===== src/rtl/baccarat_pkg.sv =====
// -----------------------------------------------------------------------------
// baccarat_pkg
// Shared definitions for the baccarat deal controller:
//   - state_t        : deal/evaluate/result sequence of one round
//   - NATURAL_MIN    : two-card total that ends the round immediately
//   - PLAYER_DRAW_MAX: highest two-card total on which the player draws
//   - BANKER_STAND   : banker total at or above which the banker never draws
//   - rank_value()   : card rank (0..13) to baccarat point value (0..9)
// -----------------------------------------------------------------------------
package baccarat_pkg;

    typedef enum logic [3:0] {
        P1     = 4'd0,
        D1     = 4'd1,
        P2     = 4'd2,
        D2     = 4'd3,
        EVAL1  = 4'd4,
        P3     = 4'd5,
        EVAL2  = 4'd6,
        D3     = 4'd7,
        RESULT = 4'd8
    } state_t;

    localparam logic [3:0] NATURAL_MIN     = 4'd8;
    localparam logic [3:0] PLAYER_DRAW_MAX = 4'd5;
    localparam logic [3:0] BANKER_STAND    = 4'd7;

    // Ace..9 count face value; tens, face cards and an empty slot count zero.
    function automatic logic [3:0] rank_value(input logic [3:0] rank);
        logic [3:0] value_s;
        if ((rank >= 4'd1) && (rank <= 4'd9)) begin
            value_s = rank;
        end else begin
            value_s = 4'd0;
        end
        return value_s;
    endfunction

endpackage : baccarat_pkg


===== src/rtl/baccarat_banker_rule.sv =====
// -----------------------------------------------------------------------------
// baccarat_banker_rule
// Combinational banker third-card table, used once the player has drawn.
// Ports:
//   dscore [3:0] in  : banker two-card total (0..9)
//   pcard3 [3:0] in  : rank of the player third card (1..13, 0 = empty)
//   draw         out : 1 when the banker must take a third card
// -----------------------------------------------------------------------------
module baccarat_banker_rule
    import baccarat_pkg::*;
(
    input  logic [3:0] dscore,
    input  logic [3:0] pcard3,
    output logic       draw
);

    logic [3:0] v_s;
    logic       draw_s;

    // Banker draw decision from banker total and the player third-card value.
    always_comb begin
        v_s    = rank_value(pcard3);
        draw_s = 1'b0;
        if (dscore >= BANKER_STAND) begin
            draw_s = 1'b0;
        end else begin
            case (dscore)
                4'd0, 4'd1, 4'd2: draw_s = 1'b1;
                4'd3:             draw_s = (v_s != 4'd8);
                4'd4:             draw_s = (v_s >= 4'd2) && (v_s <= 4'd7);
                4'd5:             draw_s = (v_s >= 4'd4) && (v_s <= 4'd7);
                4'd6:             draw_s = (v_s == 4'd6) || (v_s == 4'd7);
                default:          draw_s = 1'b0;
            endcase
        end
    end

    assign draw = draw_s;

endmodule : baccarat_banker_rule


===== src/rtl/baccarat_deal_ctrl.sv =====
// -----------------------------------------------------------------------------
// baccarat_deal_ctrl
// Sequences one baccarat round: deals P1, D1, P2, D2, evaluates naturals and
// third-card rules, and shows the winner until reset.
// Ports:
//   clk           in  : rising-edge clock
//   reset         in  : synchronous active-high reset (also suppresses outputs)
//   step          in  : advance request; one card dealt per cycle with step=1
//   pscore [3:0]  in  : player hand total from external score logic
//   dscore [3:0]  in  : banker hand total from external score logic
//   pcard3 [3:0]  in  : player third-card rank (0 = empty)
//   load_pcard1..3 out: one-cycle load strobes for the player card slots
//   load_dcard1..3 out: one-cycle load strobes for the banker card slots
//   player_win    out : player light (RESULT only)
//   dealer_win    out : banker light (RESULT only); both lit on a tie
//   done          out : round complete
// -----------------------------------------------------------------------------
module baccarat_deal_ctrl
    import baccarat_pkg::*;
(
    input  logic       clk,
    input  logic       reset,
    input  logic       step,
    input  logic [3:0] pscore,
    input  logic [3:0] dscore,
    input  logic [3:0] pcard3,
    output logic       load_pcard1,
    output logic       load_pcard2,
    output logic       load_pcard3,
    output logic       load_dcard1,
    output logic       load_dcard2,
    output logic       load_dcard3,
    output logic       player_win,
    output logic       dealer_win,
    output logic       done
);

    state_t state_r;
    logic   banker_draw_s;

    baccarat_banker_rule u_banker_rule (
        .dscore (dscore),
        .pcard3 (pcard3),
        .draw   (banker_draw_s)
    );

    // Round state register; evaluation states advance regardless of step.
    always_ff @(posedge clk) begin
        if (reset) begin
            state_r <= P1;
        end else begin
            case (state_r)
                P1:     state_r <= step ? D1    : P1;
                D1:     state_r <= step ? P2    : D1;
                P2:     state_r <= step ? D2    : P2;
                D2:     state_r <= step ? EVAL1 : D2;
                EVAL1: begin
                    if ((pscore >= NATURAL_MIN) || (dscore >= NATURAL_MIN)) begin
                        state_r <= RESULT;
                    end else if (pscore <= PLAYER_DRAW_MAX) begin
                        state_r <= P3;
                    end else if (dscore <= PLAYER_DRAW_MAX) begin
                        // Player stood on 6-7: banker draws on 0-5, the same cut-off.
                        state_r <= D3;
                    end else begin
                        state_r <= RESULT;
                    end
                end
                P3:     state_r <= step ? EVAL2 : P3;
                EVAL2:  state_r <= banker_draw_s ? D3 : RESULT;
                D3:     state_r <= step ? RESULT : D3;
                RESULT: state_r <= RESULT;
                default: state_r <= P1;
            endcase
        end
    end

    // Output decode from state and step; reset forces every output low.
    always_comb begin
        load_pcard1 = 1'b0;
        load_pcard2 = 1'b0;
        load_pcard3 = 1'b0;
        load_dcard1 = 1'b0;
        load_dcard2 = 1'b0;
        load_dcard3 = 1'b0;
        player_win  = 1'b0;
        dealer_win  = 1'b0;
        done        = 1'b0;
        if (!reset) begin
            case (state_r)
                P1:     load_pcard1 = step;
                D1:     load_dcard1 = step;
                P2:     load_pcard2 = step;
                D2:     load_dcard2 = step;
                P3:     load_pcard3 = step;
                D3:     load_dcard3 = step;
                RESULT: begin
                    done       = 1'b1;
                    // >= on both sides lights both lamps on a tie.
                    player_win = (pscore >= dscore);
                    dealer_win = (dscore >= pscore);
                end
                default: done = 1'b0;
            endcase
        end else begin
            done = 1'b0;
        end
    end

endmodule : baccarat_deal_ctrl

===== config.mk =====
export PLATFORM = sky130hd
export DESIGN_NAME = baccarat_deal_ctrl
export DESIGN_NICKNAME = d
export VERILOG_FILES = /design/src/rtl/baccarat_pkg.sv /design/src/rtl/baccarat_banker_rule.sv /design/src/rtl/baccarat_deal_ctrl.sv
export SDC_FILE = /design/constraint.sdc
export NUM_CORES = 1
export LEC_CHECK = 0
export ABC_AREA = 1
export ABC_CLOCK_PERIOD_IN_PS = 2500
export CORE_MARGIN = 5
export CORE_UTILIZATION = 40
export DETAILED_ROUTE_END_ITERATION = 6
export GPL_TIMING_DRIVEN = 0
export MAX_ROUTING_LAYER = met4
export PLACE_DENSITY = 0.77
export SKIP_LAST_GASP = 1
export SLEW_MARGIN = 15
export SYNTH_ARGS = -nofsm -noshare
export SYNTH_HDL_FRONTEND = slang
export SYNTH_SLANG_ARGS = --single-unit

===== constraint.sdc =====
create_clock -name clk -period 2.5 [get_ports clk]
set_input_delay 0.75 -clock clk [delete_from_list [all_inputs] [get_ports clk]]
set_output_delay 0.75 -clock clk [all_outputs]
set_load 0.03 [all_outputs]

Yosys cells after proc, flatten, opt, wreduce, memory -nomap -nowiden
Index checks and enable logic that the tools add are counted.
{"block": "op_classes", "n_mux": 32, "n_reduce_logical": 8, "addsub": 0, "div_mod_pow": 0, "n_lt_le_gt_ge": 12, "bitwise_logic": 0, "n_shift": 0, "n_mul": 0, "eq_ne": 17}
{"operator": "4-bit by 3-bit equality test with 1-bit output, second input constant", "n": 9}
{"operator": "4-bit one-hot mux with 9 select lines", "n": 1}
{"operator": "4-bit 2-to-1 mux", "n": 6}
{"operator": "1-bit 2-to-1 mux", "n": 21}
{"operator": "4-bit by 2-bit equality test with 1-bit output, second input constant", "n": 4}
{"operator": "4-bit by 3-bit less-or-equal comparator with 1-bit output, second input constant", "n": 3}
{"operator": "4-bit by 1-bit equality test with 1-bit output, second input constant", "n": 2}
{"operator": "4-bit by 3-bit >= comparator with 1-bit output, second input constant", "n": 2}
{"operator": "4-bit >= comparator", "n": 2}
{"operator": "4-bit >= comparator, second input constant", "n": 2}
{"operator": "4-bit logical NOT", "n": 2}
{"operator": "1-bit one-hot mux with 5 select lines", "n": 1}
{"operator": "4-bit equality test, second input constant", "n": 1}
{"operator": "4-bit by 1-bit >= comparator with 1-bit output, second input constant", "n": 1}
{"operator": "4-bit by 2-bit >= comparator with 1-bit output, second input constant", "n": 1}
{"operator": "4-bit less-or-equal comparator, second input constant", "n": 1}
{"operator": "2-bit 2-to-1 mux", "n": 2}
{"operator": "4-bit != test, second input constant", "n": 1}
{"operator": "1-bit logical AND", "n": 3}
{"operator": "3-bit 2-to-1 mux", "n": 1}
{"operator": "3-bit OR reduction", "n": 1}
{"operator": "1-bit logical OR", "n": 2}
{"block": "totals", "rom_bits": 0, "register_bits": 4, "mem_count": 0, "latchBits": 0, "output_inout_bits": 9, "mem_bits_rw": 0, "inputBits": 15}

Logic depth before layout (Yosys ltp)
{"block": "logic_depth", "word_depth": 9, "ltp_mapped": 8, "depth_no_buf": 8}

Hierarchy
From an unflattened synthesis, not the netlist that was laid out.
{"block": "unflattened", "hier_cells": 107, "hier_area_um2": 571.8}
{"module": "baccarat_deal_ctrl", "seq_area_each_um2": 80.1, "area_per_inst_um2": 501.7, "cells_per_inst": 91, "instances": 1}
{"module": "baccarat_banker_rule", "seq_area_each_um2": 0.0, "area_per_inst_um2": 70.1, "cells_per_inst": 16, "instances": 1}

Worst setup path before layout
No wires, ideal clock.
{"block": "synth_timing", "path_kind": "in2out", "startpoint": "in pscore[1]", "endpoint": "out player_win", "arrival_time_ns": 1.857, "path_buffers": 0, "stages": 7, "setup_slack_ns": -0.107, "t_required_ns": 1.750, "path_cell_list": "inv_1 ha_1 inv_1 nor2_1 o21ai_0 nand2_1 a21boi_1"}
{"block": "synth_between", "elab_chain_cells": 3}
{"item": "start: declaration", "line_no": "baccarat_deal_ctrl.sv:24", "text": "input logic [3:0] pscore,"}
{"item": "4-bit >= comparator", "line_no": "baccarat_deal_ctrl.sv:100", "text": "player_win = (pscore >= dscore);"}
{"item": "1-bit 2-to-1 mux", "line_no": "baccarat_deal_ctrl.sv:90", "text": "case (state_r)"}
{"item": "1-bit 2-to-1 mux", "line_no": "baccarat_deal_ctrl.sv:89", "text": "if (!reset) begin"}
{"item": "end: declaration", "line_no": "baccarat_deal_ctrl.sv:33", "text": "output logic player_win,"}
No other way between the ends.

Worst setup path after layout
Same ends and word-level chain as after synthesis.

==> results.yml <==
timing:
  hold_viol: 0
  tns_ps: 0
  tightest_slew_ps: 298
  max_freq_mhz: 406
  fin_ws_ps: 35.6
  fin_skew_ps: 1.02
  period_share_pct: 98.6
  period_needed_ps: 2460
  maxSlewViolCount: 0
  setup_viol: 0
  fin_hold_ws_ps: 662
  rsz0062_at_grt: "true"
  slew_headroom_pct: 80.2
worst_setup_path:
  cp_slowest_cell: "ha_4"
  cp.arrival_ps: 1710
  cp_max_fo: 3
  critPathLaunchType: "input port"
  crit_type: "in2out"
  max_stage_delay_ps: 200
  critPathRequiredTime_ps: 1750
  crit_path_cell_trace: "buf_8 -> inv_4 -> ha_4 -> inv_2 -> nor2_2 -> o21ai_2 -> nand2_1 -> a21boi_2 -> buf_6"
  end_kind: "primary output"
clock_tree:
  clock-sinks: 4
  cts_tree: "yes"
  hold_buffers: 0
  cts_buffer_depth: 2
  cts_buffers: 3
  cts_root_buffer: "clkbuf_4"
  htree_levels: 1
  clk_pin_slew_ps: 40
  clkLatencyLatePin_ps: 230
placement:
  dpl_cell_area_sq_um: 788
  dp_slack_ps: -1100
  place_congestion: 0.910
  placedCellCount: 139
  port_buffers: 23
  dpl.hpwl_mm: 1.24
logic_synthesis:
  seq_area_frac_synth_pct: 15.0
  synth_warnings: 0
  syn_area_sq_um: 536
  synth.distinct_cells: 15
  synthCells: 101
  synth-seq-cells: 4
  syn_avg_cell_area_sq_um: 5.30
  syn_nets: 120
detailed_routing:
  postRouteAntennaNets: 0
  wire_per_inst_microns: 11.2
  drt_iter0_drc: 6
  dr.pass1.iters: 4
  drc_errors: 0
  num_vias: 703
  vias_per_cell: 4.92
  routed_wl_mm: 1.60
die:
  die_y_microns: 46.6
  row_count: 13
  core_area_sq_mm: 0.00128
  die_w_microns: 46.6
  pin_count: 24
  dieArea_sq_mm: 0.00217
  start_util_pct: 41.7
cells_and_area:
  largest_reg_flops: 4
  fin_cells: 143
  drive_gt1_share_pct: 34.4
  top_register: "state_r"
  fin_nets: 149
  antenna_cells: 0
  syn2layout_area_growth_pct: 63.3
  largestRegisters: "state_r (4)"
  fill_cells: 128
  final_area_sq_um: 875
global_route:
  grt_max_degree: 11
  grt_overflow: 0
  grt_pass1_wl_mm: 2.56
  grt_pass1_vias: 674
  grtUsageTotal_pct: 16.9
  antenna_found_initial: 0
power_and_ir_drop:
  power_leakage_nw: 0.455
  power.density_mw_per_mm2: 294
  irDropWorstVdd_mv: 0.256
run:
  maxCapViolCount: 0
status:
  outcome: "complete, no violations"
hold_path:
  hp-class: "reg2reg"
==> routing by layer <==
| layer | part of all wire, % | global-route usage (%) |
|---|---|---|
| met1 | 37 | 18.0 |
| met2 | 56 | 29.7 |
| met3 | 5.9 | 2.73 |
| met4 | 1.4 | 8.52 |
| met5 | 0 | - |
==> cell usage in the layout (no fill, tap or decap), types with 2 or more instances in the layout <==
cell type and count:
a21oi_1 8, buf_2 7, buf_4 3, buf_6 4
buf_8 2, clkbuf_4 3, clkdlybuf4s50_1 4, dfxtp_1 4
dlygate4sd2_1 2, ha_4 4, inv_1 13, inv_2 6
nand2_1 23, nand3_1 11, nand3_2 2, nor2_1 12
nor2_2 5, nor3_1 2, o21ai_0 2
==> power by group <==
part           switching (mW)  internal [mW]  total [mW]  leakage (nW)
sequential            0.00363         0.0671      0.0708        0.0326
clock                  0.0239         0.0535      0.0774        0.0138
combinational          0.0576         0.0513       0.109         0.409
==> path summary, 6_finish.rpt <==
kind / start / endpoint / slack [ps] / depth (start not counted)
worst min-delay path: state_r[1] / state_r[3] / 660 / 4
worst max-delay path: pscore[1] / player_win / 40 / 9
worst max register to register: state_r[2] / state_r[1] / 1350 / 6
worst min register to register: state_r[1] / state_r[3] / 660 / 4
==> kinds of logic after synthesis <==
family | after synthesis | share of synthesized area, %
flops | 4 | 15.0
fa+ha+maj | 4 | 9.35
simple gates | 58 | 47.7
buf+inv | 22 | 15.4
compound gates | 13 | 12.6
==> final cells by class <==
cell class,instances,area (sq um),share of cell area (%)
Clock buffer,3,22.5,2.58
Buffer,1,15.0,1.72
Multi-Input combinational cell,75,454,51.9
Tap cell,15,18.8,2.15
Inverter,21,81.3,9.30
Sequential cell,4,80.1,9.16
Timing Repair Buffer,24,203,23.2
==> Yosys cell counts <==
master,instances,area (sq um)
nand2_1,24,90.1
inv_1,18,67.6
nand3_1,13,65.1
nor2_1,13,48.8
a21oi_1,9,45.0
dfxtp_1,4,80.1
ha_1,4,50.1
nor2_2,4,25.0
nor3_1,3,15.0
o21ai_0,3,15.0
inv_2,2,7.51
a21boi_1,1,7.51
clkbuf_1,1,3.75
clkinv_1,1,3.75
nor2_4,1,11.3
==> per-stage QoR <==
| step | utilization [%] | power (mW) |
|---|---|---|
| 2_1_floorplan | - | 0.119 |
| 3_3_place_gp | 61.3 | 0.157 |
| 3_5_place_dp | 61.3 | 0.159 |
| 4_1_cts | 64.4 | 0.249 |
| 5_1_grt | 68.1 | 0.278 |
| 6_report | 68.1 | 0.257 |
==> worst max-delay path, delay by kind of cell <==
| kind | cells | cell delay [ps] |
|---|---|---|
| buf+inv | 4 | 340 |
| compound gates | 2 | 300 |
| fa+ha+maj | 1 | 200 |
| simple gates | 2 | 130 |
==> what timing repair did <==
item / in CTS / in global routing
buffers inserted: 1 / 0
setup endpoints to repair: 9 / 5
gates resized for setup: 92 / 17
pin swaps: 6 / 7
endpoints found under the hold margin: 0 / 0
No activity file was read; power rests on OpenSTA's default activity.
